**src/rtl/mips_mc_ctrl_if.sv**
```systemverilog
// Control bus between the multi-cycle sequencer and the MIPS datapath.
// The sequencer side (master) drives every enable, mux select and status flag.
interface mips_mc_ctrl_if;
  logic       run;
  logic [5:0] op;
  logic       mem_ready;

  logic       pcwrite;
  logic       pcwritecond;
  logic       iord;
  logic       memread;
  logic       memwrite;
  logic       irwrite;
  logic       memtoreg;
  logic       regdst;
  logic       regwrite;
  logic       alusrca;
  logic [1:0] alusrcb;
  logic [1:0] aluop;
  logic [1:0] pcsrc;
  logic [3:0] state;
  logic       instr_done;
  logic       illegal;

  modport master (
    input  run, op, mem_ready,
    output pcwrite, pcwritecond, iord, memread, memwrite, irwrite,
           memtoreg, regdst, regwrite, alusrca, alusrcb, aluop, pcsrc,
           state, instr_done, illegal
  );

  modport slave (
    output run, op, mem_ready,
    input  pcwrite, pcwritecond, iord, memread, memwrite, irwrite,
           memtoreg, regdst, regwrite, alusrca, alusrcb, aluop, pcsrc,
           state, instr_done, illegal
  );
endinterface

```
**src/rtl/mips_mc_ctrl.sv**
```systemverilog
// Multi-cycle MIPS sequencer: fetch/decode/execute/memory/writeback FSM with memory stall.
// Define MIPS_MC_PERF_CNT_EN to add cycle and retired-instruction counters.
module mips_mc_ctrl #(
  parameter bit MEM_HANDSHAKE = 1'b1,
  parameter int CNT_W         = 32
) (
  input  logic               clk,
  input  logic               reset,
  mips_mc_ctrl_if.master     bus
`ifdef MIPS_MC_PERF_CNT_EN
  ,
  output logic [CNT_W-1:0]   cyc_cnt,
  output logic [CNT_W-1:0]   ret_cnt
`endif
);

  typedef enum logic [3:0] {
    S_FETCH  = 4'd0,
    S_DECODE = 4'd1,
    S_MEMADR = 4'd2,
    S_MEMRD  = 4'd3,
    S_MEMWB  = 4'd4,
    S_MEMWR  = 4'd5,
    S_EXEC   = 4'd6,
    S_ALUWB  = 4'd7,
    S_BRANCH = 4'd8,
    S_IEXEC  = 4'd9,
    S_IWB    = 4'd10,
    S_JUMP   = 4'd11,
    S_TRAP   = 4'd12
  } state_e;

  localparam logic [5:0] OP_RTYPE = 6'b000000;
  localparam logic [5:0] OP_LW    = 6'b100011;
  localparam logic [5:0] OP_SW    = 6'b101011;
  localparam logic [5:0] OP_BEQ   = 6'b000100;
  localparam logic [5:0] OP_ADDI  = 6'b001000;
  localparam logic [5:0] OP_ORI   = 6'b001101;
  localparam logic [5:0] OP_J     = 6'b000010;

  typedef struct packed {
    logic       pcwrite;
    logic       pcwritecond;
    logic       iord;
    logic       memread;
    logic       memwrite;
    logic       irwrite;
    logic       memtoreg;
    logic       regdst;
    logic       regwrite;
    logic       alusrca;
    logic [1:0] alusrcb;
    logic [1:0] aluop;
    logic [1:0] pcsrc;
    logic       instr_done;
  } ctrl_t;

  state_e     state_q, state_d;
  logic [5:0] op_q, op_d;
  logic       illegal_q, illegal_d;
  logic       mem_ok;
  ctrl_t      ctrl;

  assign mem_ok = MEM_HANDSHAKE ? bus.mem_ready : 1'b1;

  // NOTE: sequential state uses non-blocking assignments so every flop samples pre-edge values.
  always_ff @(posedge clk or posedge reset) begin
    if (reset) begin
      state_q   <= S_FETCH;
      op_q      <= '0;
      illegal_q <= 1'b0;
    end else begin
      state_q   <= state_d;
      op_q      <= op_d;
      illegal_q <= illegal_d;
    end
  end

  always_comb begin
    // NOTE: every combinational output gets a default first so no path infers a latch.
    state_d = state_q;
    op_d    = op_q;
    ctrl    = '0;

    unique case (state_q)
      S_FETCH: begin
        if (bus.run) begin
          ctrl.memread = 1'b1;
          ctrl.alusrcb = 2'b01;
          ctrl.irwrite = mem_ok;
          ctrl.pcwrite = mem_ok;
          if (mem_ok) state_d = S_DECODE;
        end
      end
      S_DECODE: begin
        // Branch target is precomputed into ALU-out while the opcode is decoded.
        ctrl.alusrcb = 2'b11;
        op_d         = bus.op;
        case (bus.op)
          OP_RTYPE:       state_d = S_EXEC;
          OP_LW, OP_SW:   state_d = S_MEMADR;
          OP_BEQ:         state_d = S_BRANCH;
          OP_ADDI, OP_ORI: state_d = S_IEXEC;
          OP_J:           state_d = S_JUMP;
          default:        state_d = S_TRAP;
        endcase
      end
      S_MEMADR: begin
        ctrl.alusrca = 1'b1;
        ctrl.alusrcb = 2'b10;
        state_d      = (op_q == OP_SW) ? S_MEMWR : S_MEMRD;
      end
      S_MEMRD: begin
        ctrl.memread = 1'b1;
        ctrl.iord    = 1'b1;
        if (mem_ok) state_d = S_MEMWB;
      end
      S_MEMWB: begin
        ctrl.regwrite   = 1'b1;
        ctrl.memtoreg   = 1'b1;
        ctrl.instr_done = 1'b1;
        state_d         = S_FETCH;
      end
      S_MEMWR: begin
        ctrl.memwrite   = 1'b1;
        ctrl.iord       = 1'b1;
        ctrl.instr_done = mem_ok;
        if (mem_ok) state_d = S_FETCH;
      end
      S_EXEC: begin
        ctrl.alusrca = 1'b1;
        ctrl.aluop   = 2'b10;
        state_d      = S_ALUWB;
      end
      S_ALUWB: begin
        ctrl.regdst     = 1'b1;
        ctrl.regwrite   = 1'b1;
        ctrl.instr_done = 1'b1;
        state_d         = S_FETCH;
      end
      S_BRANCH: begin
        ctrl.alusrca     = 1'b1;
        ctrl.aluop       = 2'b01;
        ctrl.pcwritecond = 1'b1;
        ctrl.pcsrc       = 2'b01;
        ctrl.instr_done  = 1'b1;
        state_d          = S_FETCH;
      end
      S_IEXEC: begin
        // The latched opcode selects the ALU op; the live op may already be stale.
        ctrl.alusrca = 1'b1;
        ctrl.alusrcb = 2'b10;
        ctrl.aluop   = (op_q == OP_ORI) ? 2'b11 : 2'b00;
        state_d      = S_IWB;
      end
      S_IWB: begin
        ctrl.regwrite   = 1'b1;
        ctrl.instr_done = 1'b1;
        state_d         = S_FETCH;
      end
      S_JUMP: begin
        ctrl.pcwrite    = 1'b1;
        ctrl.pcsrc      = 2'b10;
        ctrl.instr_done = 1'b1;
        state_d         = S_FETCH;
      end
      S_TRAP: state_d = S_TRAP;
      default: state_d = S_FETCH;
    endcase

    // Strobes drop the moment reset rises, not at the next edge.
    if (reset) ctrl = '0;

    illegal_d = illegal_q | (state_d == S_TRAP);
  end

  assign bus.pcwrite     = ctrl.pcwrite;
  assign bus.pcwritecond = ctrl.pcwritecond;
  assign bus.iord        = ctrl.iord;
  assign bus.memread     = ctrl.memread;
  assign bus.memwrite    = ctrl.memwrite;
  assign bus.irwrite     = ctrl.irwrite;
  assign bus.memtoreg    = ctrl.memtoreg;
  assign bus.regdst      = ctrl.regdst;
  assign bus.regwrite    = ctrl.regwrite;
  assign bus.alusrca     = ctrl.alusrca;
  assign bus.alusrcb     = ctrl.alusrcb;
  assign bus.aluop       = ctrl.aluop;
  assign bus.pcsrc       = ctrl.pcsrc;
  assign bus.instr_done  = ctrl.instr_done;
  assign bus.state       = state_q;
  assign bus.illegal     = illegal_q;

`ifdef MIPS_MC_PERF_CNT_EN
  localparam logic [CNT_W-1:0] CNT_ONE = {{(CNT_W-1){1'b0}}, 1'b1};

  logic [CNT_W-1:0] cyc_cnt_q, cyc_cnt_d;
  logic [CNT_W-1:0] ret_cnt_q, ret_cnt_d;

  always_comb begin
    cyc_cnt_d = cyc_cnt_q;
    ret_cnt_d = ret_cnt_q;
    // Idle fetch and the trap state do not count as busy cycles.
    if (!((state_q == S_FETCH && !bus.run) || state_q == S_TRAP))
      cyc_cnt_d = cyc_cnt_q + CNT_ONE;
    if (ctrl.instr_done)
      ret_cnt_d = ret_cnt_q + CNT_ONE;
  end

  always_ff @(posedge clk or posedge reset) begin
    if (reset) begin
      cyc_cnt_q <= '0;
      ret_cnt_q <= '0;
    end else begin
      cyc_cnt_q <= cyc_cnt_d;
      ret_cnt_q <= ret_cnt_d;
    end
  end

  assign cyc_cnt = cyc_cnt_q;
  assign ret_cnt = ret_cnt_q;
`endif

endmodule

```
**src/flat_wrapper.sv**
```systemverilog
// flat-port wrapper written by rule: the top's interface ports become plain ports
module mips_mc_ctrl_flat 
#(
  parameter bit MEM_HANDSHAKE = 1'b1,
  parameter int CNT_W         = 32
)
  (clk, reset, bus_run, bus_op, bus_mem_ready, bus_pcwrite, bus_pcwritecond, bus_iord, bus_memread, bus_memwrite, bus_irwrite, bus_memtoreg, bus_regdst, bus_regwrite, bus_alusrca, bus_alusrcb, bus_aluop, bus_pcsrc, bus_state, bus_instr_done, bus_illegal);
  mips_mc_ctrl_if bus_i ();
  input  logic clk;
  input  logic reset;
  input wire logic [$bits(bus_i.run)-1:0] bus_run;
  input wire logic [$bits(bus_i.op)-1:0] bus_op;
  input wire logic [$bits(bus_i.mem_ready)-1:0] bus_mem_ready;
  output wire logic [$bits(bus_i.pcwrite)-1:0] bus_pcwrite;
  output wire logic [$bits(bus_i.pcwritecond)-1:0] bus_pcwritecond;
  output wire logic [$bits(bus_i.iord)-1:0] bus_iord;
  output wire logic [$bits(bus_i.memread)-1:0] bus_memread;
  output wire logic [$bits(bus_i.memwrite)-1:0] bus_memwrite;
  output wire logic [$bits(bus_i.irwrite)-1:0] bus_irwrite;
  output wire logic [$bits(bus_i.memtoreg)-1:0] bus_memtoreg;
  output wire logic [$bits(bus_i.regdst)-1:0] bus_regdst;
  output wire logic [$bits(bus_i.regwrite)-1:0] bus_regwrite;
  output wire logic [$bits(bus_i.alusrca)-1:0] bus_alusrca;
  output wire logic [$bits(bus_i.alusrcb)-1:0] bus_alusrcb;
  output wire logic [$bits(bus_i.aluop)-1:0] bus_aluop;
  output wire logic [$bits(bus_i.pcsrc)-1:0] bus_pcsrc;
  output wire logic [$bits(bus_i.state)-1:0] bus_state;
  output wire logic [$bits(bus_i.instr_done)-1:0] bus_instr_done;
  output wire logic [$bits(bus_i.illegal)-1:0] bus_illegal;
  assign bus_i.run = bus_run;
  assign bus_i.op = bus_op;
  assign bus_i.mem_ready = bus_mem_ready;
  assign bus_pcwrite = bus_i.pcwrite;
  assign bus_pcwritecond = bus_i.pcwritecond;
  assign bus_iord = bus_i.iord;
  assign bus_memread = bus_i.memread;
  assign bus_memwrite = bus_i.memwrite;
  assign bus_irwrite = bus_i.irwrite;
  assign bus_memtoreg = bus_i.memtoreg;
  assign bus_regdst = bus_i.regdst;
  assign bus_regwrite = bus_i.regwrite;
  assign bus_alusrca = bus_i.alusrca;
  assign bus_alusrcb = bus_i.alusrcb;
  assign bus_aluop = bus_i.aluop;
  assign bus_pcsrc = bus_i.pcsrc;
  assign bus_state = bus_i.state;
  assign bus_instr_done = bus_i.instr_done;
  assign bus_illegal = bus_i.illegal;
  mips_mc_ctrl #(.MEM_HANDSHAKE(MEM_HANDSHAKE), .CNT_W(CNT_W)) u_core (.clk(clk), .reset(reset), .bus(bus_i));
endmodule
```
**config.mk**
```make
export PLATFORM = sky130hd
export DESIGN_NAME = mips_mc_ctrl_flat
export DESIGN_NICKNAME = d
export VERILOG_FILES = /design/src/rtl/mips_mc_ctrl_if.sv /design/src/rtl/mips_mc_ctrl.sv /design/src/flat_wrapper.sv
export SDC_FILE = /design/constraint.sdc
export NUM_CORES = 1
export LEC_CHECK = 0
export ABC_CLOCK_PERIOD_IN_PS = 1940
export CAP_MARGIN = 20
export CORE_MARGIN = 8
export CORE_UTILIZATION = 40
export CTS_BUF_LIST = sky130_fd_sc_hd__clkbuf_4 sky130_fd_sc_hd__clkbuf_8 sky130_fd_sc_hd__clkbuf_16
export DETAILED_ROUTE_END_ITERATION = 10
export PLACE_DENSITY = 0.73
export SLEW_MARGIN = 20
export SYNTH_ARGS = -nofsm -noshare
export SYNTH_HDL_FRONTEND = slang
export SYNTH_SLANG_ARGS = --single-unit
```
**constraint.sdc**
```tcl
create_clock -name clk -period 1.94 [get_ports clk]
set_input_delay 0.388 -clock clk [delete_from_list [all_inputs] [get_ports clk]]
set_output_delay 0.388 -clock clk [all_outputs]
set_load 0.05 [all_outputs]
```
==> qor.yml <==
power:
  power.density_nw_per_um2: 1570
  pwr-share-clk_pct: 5.1
  p_sw_mw: 1.52
  pwr-share-seq_pct: 15.0
  irDropWorstVdd_mv: 1.21
  p_comb_share_pct: 79.9
  p_int_mw: 1.72
  swShare_pct: 47.0
  power_leakage_nw: 0.841
run:
  maxCapViolations: 0
drt:
  dr.pass1.iters: 4
  drt_iter0_markers: 41
  vias: 1227
  drc_errors: 0
  drtAntennaViolNets: 0
  viasPerCell: 5.79
  wl_mm: 3.68
  wl_per_cell_um: 17.3
clocking:
  clockBufferDepth: 2
  numCtsBuffers: 3
  clk_latency_ns: 0.26
  cts-root-buf: "clkbuf_4"
  cts.clk_slew.worst_paths_ns: 0.07
  h-tree-depth: 1
  ctsHoldBuffers: 0
  cts_tree: "built"
  cts_sinks: 11
timing:
  rsz0062_at_grt: "true"
  setup_viol: 2
  post-route-period-util_pct: 119
  max_freq_ghz: 0.433
  fin_skew_ns: 0.00253
  tightest_slew_ns: 0.433
  period_needed_ns: 2.31
  hold_slack_ns: 0.471
  max_slew_margin_pct: 70.7
  hold_viol: 0
  slew_viol_final: 0
  setup_ws_ns: -0.370
setup_path:
  rrSetupSlack_ns: 0.06
  worstPathRequired_ns: 1.55
  crit_fanout: 2
  reg2reg_from: "u_core.op_q[4]"
  worstPathArrival_ns: 1.92
  start_kind: "flip-flop"
  end_kind: "output pin"
  crit_type: "flip-flop to output pin"
  r2r-end: "u_core.bus.illegal"
  reg2regPathDepth: 8
status:
  violations: "setup timing"
  status: "finished with violations"
floorplanning:
  die_area_um2: 4330
  placementRows: 18
  io_pins: 32
  die_w_um: 65.8
  die_y_um: 65.8
  initial_core_util_pct: 41.2
  coreArea_um2: 2410
cells_and_area:
  antenna_cells: 0
  final_common_cell: "buf_4"
  drive_gt1_share_pct: 61.5
  area_delta_synth_final_pct: 107
  nets: 193
  layout_common_cells: "buf_4, buf_12, nor2_1, clkdlybuf4s50_1, dfrtp_1"
  nFillCells: 125
grt:
  grt_overflow: 0
  grt_max_degree: 12
  grt_pass1_wl_mm: 5.51
  grt_pass1_vias: 1201
  antenna_found_initial: 0
  grt_usage_pct: 15.5
logic_synthesis:
  syn-num-nets: 128
  syn_inst: 118
  ys_async_sr_fraction_pct: 100
  ys_types: 45
  ys_seq_elements: 11
  synth.cell_area_um2: 993
  ys.flop_type: "dfrtp_1"
  ys_warn_count: 0
  synth_edf_count: 0
  ys_seq_area_share_pct: 27.7
  synth.avg_cell_area_um2: 8.42
placed_design:
  io_buffers: 31
  place_ws_ns: -0.123
  gp_congestion: 0.807
  dp_hpwl_mm: 2.43
worst_hold_path:
  hp-class: "primary input to asynchronous set/reset pin"
## layer usage
metal | GRT usage, % | vias up | share of wire (%)
met5 | 0 | - | 0
met4 | 7.08 | 0 | 2.7
met3 | 3.05 | 14 | 7.5
met2 | 29.0 | 58 | 54
met1 | 16.1 | 584 | 36
li1 | - | 571 | -
## critical path, stage by stage, from the launching register on
cell	delay (ns)
dfrtp_1	0.37
nand3b_1	0.17
or4b_4	0.50
o32a_1	0.34
nor2_4	0.12
buf_12	0.14
## sequential cells by signal (all words and copies together), names as in the netlist
signal / count
u_core.bus.illegal: 1
u_core.bus.state: 4
u_core.op_q: 6
## layout make-up
| cell class | instances | area (um^2) | share of cell area (%) |
|---|---|---|---|
| clock buffer | 4 | 30.0 | 1.46 |
| multi-input combinational | 92 | 860 | 41.7 |
| inverter | 3 | 11.3 | 0.546 |
| timing repair buffer | 72 | 842 | 40.9 |
| tap | 30 | 37.5 | 1.82 |
| sequential | 11 | 280 | 13.6 |
## repair_timing
item / CTS / global route
gates resized for setup: 13 / 10
setup endpoints to repair: 15 / 13
cloned: 0 / 0
pin swaps: 6 / 2
setup buffers: 15 / 5
## logic make-up (layout without fill, tap and decap cells)
kind of cell,Yosys count,after routing,share of synthesized area [%]
muxes,7,7,7.81
and+or+nand+nor,57,57,34.9
AOI/OAI and AO/OA,25,25,19.1
DFF,11,11,27.7
xor gates and xnor gates,3,3,2.65
buffers and inverters,15,79,7.81
## stage by stage
step                utilization (%)  power [mW]  TNS (ns)  cells  instance area (um^2)
floorplan                         -        1.90     -1.04    118                  1220
global route                   85.5        3.39    -0.865    212                  2060
global placement               75.0        2.61    -0.437    188                  1810
CTS                            82.6        3.07    -0.624    207                  1990
detailed placement             75.0        2.65    -0.647    188                  1810
finish                         85.5        3.24    -0.677    212                  2060
## how the worst max path moves through the flow
stage                        startpoint                 end  slack [ns]  cells past startpoint
floorplan           u_core.bus.state[2]        bus_pcsrc[0]       -0.27                      4
global placement         u_core.op_q[4]        bus_aluop[1]       -0.09                      5
detailed placement        bus_mem_ready  u_core.bus.illegal       -0.12                      6
CTS                      u_core.op_q[4]        bus_aluop[1]       -0.33                      5
global route             u_core.op_q[4]        bus_aluop[1]       -0.41                      5
finish                   u_core.op_q[4]        bus_aluop[1]       -0.37                      5
## synthesized netlist by cell type, types with 2 or more instances
master,instances,area share [%]
buf_2,5,2.5
and3_1,2,1.3
nor2_1,11,4.2
nor4_1,4,2.5
nand2_1,7,2.6
nand2b_1,6,3.8
nand3b_1,2,1.5
nor3_1,11,5.5
o21ai_0,4,2.0
buf_4,2,1.5
a21oi_1,5,2.5
nor3b_1,2,1.5
clkbuf_1,4,1.5
mux2_2,6,6.8
a31oi_1,2,1.3
xnor2_1,2,1.8
inv_1,3,1.1
o211ai_1,3,2.3
dfrtp_1,11,28
## power by group through the flow
stage | logic, mW | clock network (mW) | registers (mW)
2_1_floorplan | 1.32 | 0 | 0.587
3_3_place_gp | 2.06 | 0 | 0.549
5_1_grt | 2.71 | 0.182 | 0.495
6_report | 2.59 | 0.165 | 0.486
4_1_cts | 2.41 | 0.170 | 0.489
3_5_place_dp | 2.10 | 0 | 0.553
No activity file was read; power rests on OpenSTA's default activity.
